[src/rtl/mem_rd_ctrl.sv]
// mem_rd_ctrl: streams num_row SRAM rows to the systolic array through an output+skid pair.
// Define MEM_RD_PERF_CNT_EN to add the 16-bit stall_cnt performance counter port.
module mem_rd_ctrl #(
   parameter int DATA_WIDTH = 16,
   parameter int ARRAY_DIM  = 8,
   parameter int ADDR_WIDTH = 8
) (
   input  logic                             clk,
   input  logic                             rst,
   input  logic                             en,
   input  logic [DATA_WIDTH-1:0]            num_row_in,
   input  logic [ADDR_WIDTH-1:0]            base_addr,
   input  logic                             stall,
   output logic                             mem_rd_en,
   output logic [ADDR_WIDTH-1:0]            mem_rd_addr,
   input  logic [DATA_WIDTH*ARRAY_DIM-1:0]  mem_rd_data,
   output logic [DATA_WIDTH*ARRAY_DIM-1:0]  data_out,
   output logic                             data_valid,
   output logic                             busy,
   output logic                             done
`ifdef MEM_RD_PERF_CNT_EN
   ,
   output logic [15:0]                      stall_cnt
`endif
);

   localparam int RW = DATA_WIDTH * ARRAY_DIM;

   typedef enum logic [1:0] {
      IDLE,
      READ,
      DRAIN,
      DONE
   } state_t;

   state_t                state_q, state_d;
   logic [DATA_WIDTH-1:0] num_q, num_d;
   logic [DATA_WIDTH-1:0] iss_q, iss_d;
   logic [DATA_WIDTH-1:0] cons_q, cons_d;
   logic [ADDR_WIDTH-1:0] ptr_q, ptr_d;
   logic [ADDR_WIDTH-1:0] addr_q, addr_d;
   logic                  rd_en_q, rd_en_d;
   logic [RW-1:0]         out_q, out_d;
   logic                  ov_q, ov_d;
   logic [RW-1:0]         skid_q, skid_d;
   logic                  sv_q, sv_d;
   logic                  busy_q, busy_d;
   logic                  done_q, done_d;

   logic                  consume;
   logic [1:0]            occ;
   logic [1:0]            occ_left;

   always_comb begin
      state_d = state_q;
      num_d   = num_q;
      iss_d   = iss_q;
      ptr_d   = ptr_q;
      addr_d  = addr_q;
      rd_en_d = 1'b0;
      out_d   = out_q;
      ov_d    = ov_q;
      skid_d  = skid_q;
      sv_d    = sv_q;

      consume  = ov_q && !stall;
      occ      = {1'b0, ov_q} + {1'b0, sv_q} + {1'b0, rd_en_q};
      occ_left = occ - {1'b0, consume};
      cons_d   = cons_q + {{(DATA_WIDTH-1){1'b0}}, consume};

      // A read decided here is visible next cycle and lands one cycle later,
      // so it may only go out if the row leaving now frees a slot for it.
      unique case (state_q)
         IDLE: begin
            if (en) begin
               num_d  = num_row_in;
               cons_d = '0;
               iss_d  = '0;
               ptr_d  = base_addr;
               if (num_row_in != '0) begin
                  state_d = READ;
                  rd_en_d = 1'b1;
                  addr_d  = base_addr;
                  ptr_d   = base_addr + 1'b1;
                  iss_d   = {{(DATA_WIDTH-1){1'b0}}, 1'b1};
               end else begin
                  state_d = DONE;
               end
            end
         end
         READ: begin
            if ((iss_q < num_q) && (occ_left < 2'd2)) begin
               rd_en_d = 1'b1;
               addr_d  = ptr_q;
               ptr_d   = ptr_q + 1'b1;
               iss_d   = iss_q + 1'b1;
            end
            if (iss_d == num_q) begin
               state_d = DRAIN;
            end
         end
         DRAIN: begin
            if (cons_d == num_q) begin
               state_d = DONE;
            end
         end
         DONE: begin
            state_d = IDLE;
         end
      endcase

      // Skid row always moves ahead of newly returning data to keep order.
      if (consume) begin
         if (sv_q) begin
            out_d = skid_q;
            ov_d  = 1'b1;
            sv_d  = rd_en_q;
            if (rd_en_q) begin
               skid_d = mem_rd_data;
            end
         end else begin
            ov_d = rd_en_q;
            sv_d = 1'b0;
            if (rd_en_q) begin
               out_d = mem_rd_data;
            end
         end
      end else if (rd_en_q) begin
         if (!ov_q) begin
            out_d = mem_rd_data;
            ov_d  = 1'b1;
         end else begin
            skid_d = mem_rd_data;
            sv_d   = 1'b1;
         end
      end

      busy_d = (state_d != IDLE);
      done_d = (state_q == DONE);
   end

   always_ff @(posedge clk or posedge rst) begin
      if (rst) begin
         state_q <= IDLE;
         num_q   <= '0;
         iss_q   <= '0;
         cons_q  <= '0;
         ptr_q   <= '0;
         addr_q  <= '0;
         rd_en_q <= 1'b0;
         out_q   <= '0;
         ov_q    <= 1'b0;
         skid_q  <= '0;
         sv_q    <= 1'b0;
         busy_q  <= 1'b0;
         done_q  <= 1'b0;
      end else begin
         state_q <= state_d;
         num_q   <= num_d;
         iss_q   <= iss_d;
         cons_q  <= cons_d;
         ptr_q   <= ptr_d;
         addr_q  <= addr_d;
         rd_en_q <= rd_en_d;
         out_q   <= out_d;
         ov_q    <= ov_d;
         skid_q  <= skid_d;
         sv_q    <= sv_d;
         busy_q  <= busy_d;
         done_q  <= done_d;
      end
   end

   assign mem_rd_en   = rd_en_q;
   assign mem_rd_addr = addr_q;
   assign data_out    = out_q;
   assign data_valid  = ov_q;
   assign busy        = busy_q;
   assign done        = done_q;

`ifdef MEM_RD_PERF_CNT_EN
   logic [15:0] scnt_q, scnt_d;

   always_comb begin
      scnt_d = scnt_q;
      if ((state_q == IDLE) && en) begin
         scnt_d = '0;
      end else if (ov_q && stall && (scnt_q != 16'hFFFF)) begin
         scnt_d = scnt_q + 16'd1;
      end
   end

   always_ff @(posedge clk or posedge rst) begin
      if (rst) begin
         scnt_q <= '0;
      end else begin
         scnt_q <= scnt_d;
      end
   end

   assign stall_cnt = scnt_q;
`endif

endmodule

[config.mk]
export PLATFORM = sky130hd
export DESIGN_NAME = mem_rd_ctrl
export DESIGN_NICKNAME = d
export VERILOG_FILES = /design/src/rtl/mem_rd_ctrl.sv
export SDC_FILE = /design/constraint.sdc
export NUM_CORES = 1
export LEC_CHECK = 0
export CAP_MARGIN = 20
export CORE_MARGIN = 1.5
export CORE_UTILIZATION = 35
export CTS_CLUSTER_DIAMETER = 40
export CTS_CLUSTER_SIZE = 25
export DETAILED_ROUTE_END_ITERATION = 10
export MAX_ROUTING_LAYER = met4
export REMOVE_ABC_BUFFERS = 1
export SETUP_SLACK_MARGIN = 0.5
export SLEW_MARGIN = 20
export SYNTH_ARGS = -nofsm -noshare
export SYNTH_HDL_FRONTEND = slang
export SYNTH_SLANG_ARGS = --single-unit
[constraint.sdc]
create_clock -name clk -period 15.35 [get_ports clk]
set_input_delay 3.07 -clock clk [delete_from_list [all_inputs] [get_ports clk]]
set_output_delay 3.07 -clock clk [all_outputs]
set_load 0.005 [all_outputs]
==> flow_summary.json, run 1 <==
{
  "synthTopCellsByCount": "327 x dfrtp_1, 183 x nand2_1, 158 x o21ai_0",
  "cts-buffers-inserted": 57,
  "grt_overflow": 0,
  "crit_path_end_kind": "flip-flop",
  "startpoint": "stall",
  "coreArea_um2": 42900,
  "tritoncts": "built",
  "synthCells": 1347,
  "fin_nets": 1814,
  "via_per_inst": 4.95,
  "grt_max_degree": 168,
  "synth-seq-area-share": 0.541,
  "synth_edf_count": 0,
  "worstPathRequired_ps": 15810,
  "die_area_um2": 44500,
  "async_flop_share": 1.00,
  "crit_arrival_ps": 6140,
  "switchingPower_mw": 1.38,
  "synth-xor-area-share": 0.0347,
  "r2r-start": "num_q[14]$_DFFE_PP0P_",
  "hp-class": "flip-flop to flip-flop",
  "vdd_drop_max_uv": 222,
  "dp_hpwl_um": 26700,
  "ant_nets": 0,
  "pin_count": 296,
  "synth-compound-area-share": 0.0957,
  "rows": 76,
  "avgSynthCellArea_um2": 11.2,
  "p_leak_nw": 9.28,
  "cp.depth": 8,
  "start_kind": "primary input",
  "slowest_stage": "nor4_1",
  "slowest_delay_ps": 740,
  "drc": 0,
  "wl_um": 39600,
  "grt_pass1_vias": 11100,
  "place.gp.congestion": 0.897,
  "timing.fmax_mhz": 176,
  "clock_path_buffers": 3,
  "regArea_um2": 8180,
  "layout_setup_ws_ps": 9680,
  "ys_ff_latch": 327,
  "fin_setup_tns_ps": 0,
  "pwr-share-comb": 0.354,
  "clockRootBuffer": "clkbuf_16",
  "htree_levels": 2,
  "pwr_density_cell_nw_per_um2": 212,
  "die_x_um": 211,
  "crit_buf_inv": 1,
  "wl_per_cell_um": 17.4,
  "report.final.setup_viol": 0,
  "synth.area.mux_share": 0.188,
  "fin_crit_sh": 0.370,
  "synth_ff_type": "dfrtp_1",
  "max_slew_margin": 0.251,
  "cts.sinks": 327,
  "via_count": 11200,
  "grt_usage": 0.182,
  "clk_pin_slew_worst_paths_ps": 50,
  "seqPwrFrac": 0.340,
  "finalMaxSlewViolations": 0,
  "firstDrtPassIters": 5,
  "finalHoldViolCount": 0,
  "initial_core_util": 0.353,
  "critical-path-top-delay-family": "simple AND/OR/NAND/NOR gates",
  "die_h_um": 211,
  "cts-resized-gates": 0,
  "pwr-share-clk": 0.305,
  "yosys-top-cells-area": "dfrtp_1 54%, mux2_2 9.6%, mux2i_1 9.1%",
  "synthSimpleGateAreaFrac": 0.0968,
  "worstMarginPinSlew_ps": 1120,
  "grt_pass1_wl_um": 62500,
  "portBuffers": 295,
  "drt-initial-drc-count": 646,
  "yosysMostFrequentCell": "dfrtp_1",
  "maxCapViolCount": 0,
  "multi_input_area_um2": 6570,
  "crit_chain": "clkdlybuf4s50_1, and2_1, ha_1, a21oi_1, o211ai_1, nor4_1, or2_1, mux2_1",
  "pre_cts_ws_ps": 8920,
  "synthAdderAreaFrac": 0.0174,
  "drive_gt1_frac": 0.151,
  "finalClockSkew_ps": 19.7,
  "crit_path_end": "ptr_q[1]$_DFFE_PP0P_",
  "internal_power_mw": 3.02,
  "postCtsSetupBuffers": 0,
  "synth_top_cell_area_share": 0.541,
  "outcome": "finished clean",
  "cts_hold_buf": 0,
  "reg2reg_depth": 8,
  "grt_setup_unrepaired": "false",
  "area_delta_synth_final_pct": 37.0,
  "crit_type": "primary input to flip-flop",
  "clk_latency_ps": 580,
  "crit_fanout": 16,
  "synth_top_family_by_area": "multiplexers",
  "rrSetupSlack_ps": 11850,
  "syn_area_um2": 15100,
  "swShare": 0.314,
  "synth.largest_area_cell": "dfrtp_1",
  "period_needed_ps": 5670,
  "fill_cells": 3891,
  "antenna_found_initial": 2,
  "r2r_end": "ptr_q[1]$_DFFE_PP0P_",
  "ys_types": 62,
  "ys_warn_count": 0
}
[per-stage QoR]
stage                     hold WS [ps]  instances  utilization  power, mW  instance area [um^2]
after floorplan                    473       1271            -       2.53                 14800
after global placement             461       2162        0.435       3.04                 18600
after detailed placement           469       2162        0.435       3.08                 18600
after CTS                          481       2268        0.483       4.45                 20700
after global routing               496       2271        0.484       4.68                 20700
final                              473       2271        0.484       4.40                 20700
[tightest hold or removal path, cell delays in order (launching register included)]
cell and delay [ps]:
dfrtp_1 330, nand2_1 40, o21ai_0 60
[cell type report]
class / instances / area share
clock inverter: 34 / 0.0244
multi-input combinational: 914 / 0.317
clock buffer: 72 / 0.0749
sequential: 327 / 0.395
inverter: 30 / 0.00579
timing repair buffer: 307 / 0.148
antenna: 2 / 0.000241
tap: 585 / 0.0353
[sequential cells by signal (all words and copies together) (netlist names), 2 cells and up]
name,flops
cons_q,16
mem_rd_addr,8
iss_q,16
num_q,16
skid_q,128
state_q,2
ptr_q,8
data_out,128
[placed cells by master, fill, tap and decap left out, types with 29 or more instances in the layout]
cell type,count
nand2_1,182
dfrtp_1,327
mux2i_1,138
mux2_2,129
nor2_1,33
clkbuf_16,57
xnor2_1,40
o21ai_0,158
clkdlybuf4s50_1,295
o21ai_1,29
[power groups by stage]
stage	clock network (mW)	logic [mW]	registers, mW
after global routing	1.42	1.72	1.55
after CTS	1.38	1.58	1.50
final	1.34	1.56	1.50
after floorplan	0	1.05	1.48
after global placement	0	1.54	1.49
after detailed placement	0	1.57	1.51
[cells by family (layout without fill, tap and decap cells)]
family / count (synthesis) / count (layout)
simple gates: 311 / 311
buf+inv: 106 / 443
compound gates: 254 / 254
xor+xnor: 60 / 60
fa+ha+maj: 21 / 21
other cells: 0 / 2
mux: 268 / 268
flops: 327 / 327
[worst min-delay path by stage]
stage | start | end | slack [ps] | depth (start not counted)
floorplan | data_out[0]$_DFFE_PP0P_ | data_out[0]$_DFFE_PP0P_ | 470 | 2
global placement | data_out[32]$_DFFE_PP0P_ | data_out[32]$_DFFE_PP0P_ | 460 | 2
detailed placement | data_out[19]$_DFFE_PP0P_ | data_out[19]$_DFFE_PP0P_ | 470 | 2
CTS | data_out[81]$_DFFE_PP0P_ | data_out[81]$_DFFE_PP0P_ | 480 | 2
global route | data_out[42]$_DFFE_PP0P_ | data_out[42]$_DFFE_PP0P_ | 500 | 2
finish | data_out[81]$_DFFE_PP0P_ | data_out[81]$_DFFE_PP0P_ | 470 | 2
[metal layers]
| layer | vias up | GRT usage | share of wire |
|---|---|---|---|
| li1 | 5354 | - | - |
| met1 | 5503 | 0.249 | 0.46 |
| met2 | 315 | 0.274 | 0.46 |
| met3 | 62 | 0.0433 | 0.066 |
| met4 | 0 | 0.0431 | 0.018 |
| met5 | - | - | 0 |
(Power assumes the default switching activity.)
==> run 2, diff against run 1 <==
==> constraint.sdc (replaced) <==
create_clock -name clk -period 5.6 [get_ports clk]
set_input_delay 1.12 -clock clk [delete_from_list [all_inputs] [get_ports clk]]
set_output_delay 1.12 -clock clk [all_outputs]
set_load 0.005 [all_outputs]
==> run 2 against run 1 <==
Largest power group unchanged; non-clock buffer count grew 3; power grew to 2.7 times the previous value; sequential power grew to 2.7 times the previous value; largest cell class unchanged; critical endpoint unchanged.
==> flow_summary.json, run 2 (same netlist as run 1, synthesis figures left out) <==
{
  "vdd_drop_max_uv": 962,
  "max_slew_margin": 0.273,
  "pwr-share-comb": 0.360,
  "via_per_inst": 4.92,
  "pin_count": 296,
  "crit_path_end_kind": "flip-flop",
  "antenna_found_initial": 3,
  "cts.sinks": 327,
  "worstPathRequired_ps": 6060,
  "crit_buf_inv": 1,
  "coreArea_um2": 42900,
  "wl_per_cell_um": 17.5,
  "final_cell_mix": "327 x dfrtp_1, 295 x clkdlybuf4s50_1, 182 x nand2_1, 158 x o21ai_0, 138 x mux2i_1",
  "clock_path_buffers": 3,
  "cts-buffers-inserted": 57,
  "grt_setup_unrepaired": "false",
  "utilization": 0.482,
  "cts_hold_buf": 0,
  "swShare": 0.320,
  "pre_cts_ws_ps": 1350,
  "clk_latency_ps": 590,
  "wl_um": 39800,
  "area_delta_synth_final_pct": 36.6,
  "hold_ws_ps": 475,
  "grt_pass1_vias": 11100,
  "grt_usage": 0.185,
  "drive_gt1_frac": 0.152,
  "slowest_delay_ps": 700,
  "pwr_density_cell_nw_per_um2": 575,
  "timing.fmax_mhz": 271,
  "via_count": 11200,
  "grt_overflow": 0,
  "grt_pass1_wl_um": 63100,
  "finalMaxSlewViolations": 0,
  "finalClockSkew_ps": 20.7,
  "dpl_cell_area_um2": 18700,
  "die_x_um": 211,
  "cts-resized-gates": 0,
  "final_common_cell": "dfrtp_1",
  "portBuffers": 295,
  "drc": 0,
  "start_kind": "primary input",
  "p_leak_nw": 9.26,
  "outcome": "finished clean",
  "postCtsSetupBuffers": 0,
  "grt_max_degree": 130,
  "layout_setup_ws_ps": 1900,
  "fin_crit_sh": 0.660,
  "crit_arrival_ps": 4150,
  "worstMarginPinSlew_ps": 1090,
  "internal_power_mw": 8.09,
  "fill_cells": 3895,
  "hp-class": "flip-flop to flip-flop",
  "seqPwrFrac": 0.344,
  "dp_hpwl_um": 26500,
  "switchingPower_mw": 3.80,
  "design_area_um2": 20700,
  "crit_fanout": 16,
  "place.gp.congestion": 0.876,
  "pwr-share-clk": 0.296,
  "clk_pin_slew_worst_paths_ps": 50,
  "die_area_um2": 44500,
  "ant_nets": 0,
  "crit_chain": "clkdlybuf4s50_1, and2_1, ha_1, a21oi_1, o211ai_1, nor4_1, or2_1, mux2_1",
  "fin_nets": 1817,
  "die_h_um": 211,
  "finalHoldViolCount": 0,
  "period_needed_ps": 3700,
  "report.final.setup_viol": 0,
  "clockRootBuffer": "clkbuf_16",
  "maxCapViolCount": 0,
  "fin_setup_tns_ps": 0,
  "critical-path-top-delay-family": "simple AND/OR/NAND/NOR gates",
  "slowest_stage": "nor4_1",
  "crit_type": "primary input to flip-flop",
  "htree_levels": 2,
  "drt-initial-drc-count": 752,
  "firstDrtPassIters": 4,
  "rows": 76,
  "initial_core_util": 0.353,
  "tritoncts": "built"
}
run 2: cell types whose count changed in the layout (fill, tap and decap cells not counted), moves of 2 or more:
cell	change
bufinv_16	-4
inv_6	+4
buf_4	+2
buf_12	+2
clkinv_4	-4
run 2: metrics by stage:
| stage | power (mW) | cells |
|---|---|---|
| finish | 11.9 | 2273 |
| global route | 12.7 | 2273 |
| CTS | 12.1 | 2270 |
| detailed placement | 8.46 | 2166 |
| floorplan | 6.94 | 1271 |
| global placement | 8.34 | 2166 |
run 2: worst min-delay path, delay by kind of cell (launching register included):
family	cells	cell delay, ps
AOI/OAI and AO/OA	1	60
and+or+nand+nor	1	40
DFF	1	330
run 2: final cells by class:
| class | instances | area (um^2) | share of cell area |
|---|---|---|---|
| tap | 585 | 732 | 0.0354 |
| sequential | 327 | 8180 | 0.396 |
| multi-input combinational | 914 | 6570 | 0.317 |
| antenna | 3 | 7.51 | 0.000363 |
| clock inverter | 32 | 418 | 0.0202 |
| inverter | 30 | 120 | 0.00581 |
| clock buffer | 72 | 1550 | 0.0751 |
| timing repair buffer | 310 | 3100 | 0.150 |
run 2: worst paths after layout:
check / endpoint / slack (ps) / depth (start not counted) / start
setup / recovery: ptr_q[1]$_DFFE_PP0P_ / 1900 / 8 / stall
setup reg to reg: ptr_q[1]$_DFFE_PP0P_ / 2120 / 8 / num_q[14]$_DFFE_PP0P_
max in group asynchronous: num_q[1]$_DFFE_PP0P_ / 3270 / 3 / rst
hold reg to reg: data_out[23]$_DFFE_PP0P_ / 470 / 2 / data_out[23]$_DFFE_PP0P_
hold / removal: data_out[23]$_DFFE_PP0P_ / 470 / 2 / data_out[23]$_DFFE_PP0P_
min in group asynchronous: skid_q[46]$_DFFE_PP0P_ / 1140 / 2 / rst
run 2: power groups by stage:
stage	clock (mW)	sequential (mW)	combinational, mW
finish	3.53	4.09	4.28
global route	3.72	4.23	4.71
CTS	3.61	4.10	4.35
detailed placement	0	4.13	4.33
global placement	0	4.08	4.26
floorplan	0	4.05	2.89
run 2: metal layers:
metal / routed length [um] / global-route usage / share of wire
met2: 17800 / 0.276 / 0.45
met1: 18700 / 0.248 / 0.47
met4: 759 / 0.0453 / 0.019
met5: 0 / - / 0
met3: 2590 / 0.0513 / 0.065
==> run 3, diff against run 2 <==
==> constraint.sdc (replaced) <==
create_clock -name clk -period 3.7 [get_ports clk]
set_input_delay 0.74 -clock clk [delete_from_list [all_inputs] [get_ports clk]]
set_output_delay 0.74 -clock clk [all_outputs]
set_load 0.005 [all_outputs]
==> run 3 against run 2 <==
Non-clock buffer count rose by 34; global-route usage rose by 0.42 points; setup slack got worse by 1300 ps; clock power rose by 52%; register-to-register slack got worse by 1500 ps; critical endpoint is now state_q[1]$_DFF_PP0_; largest power group unchanged.
==> flow_summary.json, run 3 (same netlist as run 1, synthesis figures left out) <==
{
  "cts.sinks": 327,
  "vdd_drop_max_uv": 491,
  "die_area_um2": 44500,
  "pin_count": 296,
  "utilization": 0.493,
  "gr-usage-met3": 0.0415,
  "initial_core_util": 0.353,
  "power_mw": 18.3,
  "grt_use_met1": 0.253,
  "finalClockSkew_ps": 18.3,
  "rows": 76,
  "via_per_inst": 4.92,
  "drt-initial-drc-count": 724,
  "grt_setup_unrepaired": "false",
  "cts-buffers-inserted": 54,
  "via_count": 11300,
  "grt_pass1_wl_um": 64600,
  "crit_arrival_ps": 3630,
  "min-delay-start": "data_out[63]$_DFFE_PP0P_",
  "fill_cells": 3913,
  "final_cell_mix": "322 x dfrtp_1, 295 x clkdlybuf4s50_1, 182 x nand2_1, 158 x o21ai_0, 138 x mux2i_1",
  "maxCapViolCount": 0,
  "grt_max_degree": 112,
  "clk_latency_ps": 600,
  "portBuffers": 295,
  "crit_chain": "inv_1, ha_1, a21o_1, a21oi_1, a21oi_2, or4b_2, o21ai_1, a22oi_1, a211oi_1, a41o_1",
  "timing.fmax_mhz": 323,
  "crit_buf_inv": 1,
  "outcome": "finished clean",
  "fin_nets": 1849,
  "wl_per_cell_um": 17.7,
  "drive_gt1_frac": 0.176,
  "clock_path_buffers": 3,
  "slowest_delay_ps": 820,
  "coreArea_um2": 42900,
  "die_x_um": 211,
  "design_area_um2": 21100,
  "max_slew_margin": 0.425,
  "ant_nets": 0,
  "crit_path_end_kind": "flip-flop",
  "wl_um": 40800,
  "worstPathRequired_ps": 4230,
  "antenna_found_initial": 3,
  "p_leak_nw": 9.52,
  "period_needed_ps": 3100,
  "firstDrtPassIters": 5,
  "hp-class": "flip-flop to flip-flop",
  "die_h_um": 211,
  "r2r-start": "num_q[10]$_DFFE_PP0P_",
  "fin_crit_sh": 0.838,
  "grt_pass1_vias": 11500,
  "finalMaxSlewViolations": 0,
  "grt_usage": 0.189,
  "clk_pin_slew_worst_paths_ps": 50,
  "tritoncts": "built",
  "startpoint": "num_q[10]$_DFFE_PP0P_",
  "report.final.setup_viol": 0,
  "drc": 0,
  "layout_setup_ws_ps": 600,
  "pre_cts_ws_ps": 88.2,
  "pwr_density_cell_nw_per_um2": 866,
  "critical-path-top-delay-family": "compound AO/OA/AOI/OAI gates",
  "finalHoldViolCount": 0,
  "start_kind": "flip-flop",
  "met2_usage": 0.288,
  "dp_hpwl_um": 27800,
  "top_usage_layer": "met2",
  "slowest_stage": "or4b_2",
  "clockRootBuffer": "clkbuf_16",
  "area_delta_synth_final_pct": 39.6,
  "dpl_cell_area_um2": 19100,
  "worstMarginPinSlew_ps": 858,
  "place.gp.congestion": 0.868,
  "htree_levels": 2,
  "grt_overflow": 0,
  "crit_type": "flip-flop to flip-flop",
  "final_common_cell": "dfrtp_1",
  "crit_fanout": 7
}
## run 3: cell count changes in the layout (fill, tap and decap cells not counted), sizes merged
cell | previous run | this run
or4b | 2 | 3
clkinvlp | 8 | 4
bufinv | 7 | 9
clkbuf | 72 | 65
inv | 34 | 38
buf | 15 | 49
clkinv | 13 | 15
## run 3: cell type report
cell class              instances  area [um^2]  area share
repair buffers                344         3500       0.165
diodes                          3         7.51    0.000355
flip-flops and latches        327         8190       0.387
multi-input cells             915         6630       0.313
inverters                      30          120     0.00568
well taps                     585          732      0.0346
clock inverters                36          515      0.0244
clock buffers                  65         1450      0.0687
## run 3: layer usage
metal  vias to the layer above  routed length (um)
li1                       5433                   -
met1                      5526               19000
met2                       308               18700
met3                        72                2180
met4                         0                 943
met5                         -                   0
## run 3: worst reg2reg max path, stage by stage (launching register included)
cell	delay [ps]
dfrtp_1	410
inv_1	100
ha_1	340
a21o_1	170
a21oi_1	190
a21oi_2	170
or4b_2	830
o21ai_1	210
a22oi_1	90
a211oi_1	320
a41o_1	210
## run 3: what timing repair did
item / 4_1_cts / 5_1_grt
setup buffers: 0 / 4
setup endpoints to repair: 2 / 2
hold buffers: 0 / 0
pin swaps: 3 / 4
cloned: 1 / 0
resized for setup: 5 / 9
## run 3: worst paths after layout
| kind | to | slack [ps] | cells past startpoint |
|---|---|---|---|
| hold reg to reg | data_out[63]$_DFFE_PP0P_ | 470 | 2 |
| setup reg to reg | state_q[1]$_DFF_PP0_ | 600 | 10 |
| max in group asynchronous | data_out[127]$_DFFE_PP0P_ | 2130 | 3 |
| min in group asynchronous | skid_q[43]$_DFFE_PP0P_ | 640 | 2 |
| setup / recovery | state_q[1]$_DFF_PP0_ | 600 | 10 |
| hold / removal | data_out[63]$_DFFE_PP0P_ | 470 | 2 |
## run 3: through the flow
stage / setup TNS [ps] / cells / hold slack, ps
3_5_place_dp: 0 / 2196 / 469
2_1_floorplan: -2739280 / 1271 / 473
4_1_cts: 0 / 2298 / 481
3_3_place_gp: 0 / 2196 / 462
6_report: 0 / 2305 / 475
5_1_grt: 0 / 2305 / 501
## run 3: power breakdown
part	total (mW)	switching [mW]	internal, mW
clock	5.36	1.89	3.47
combinational	6.75	3.03	3.72
sequential	6.19	0.945	5.25
total	18.3	5.87	12.4
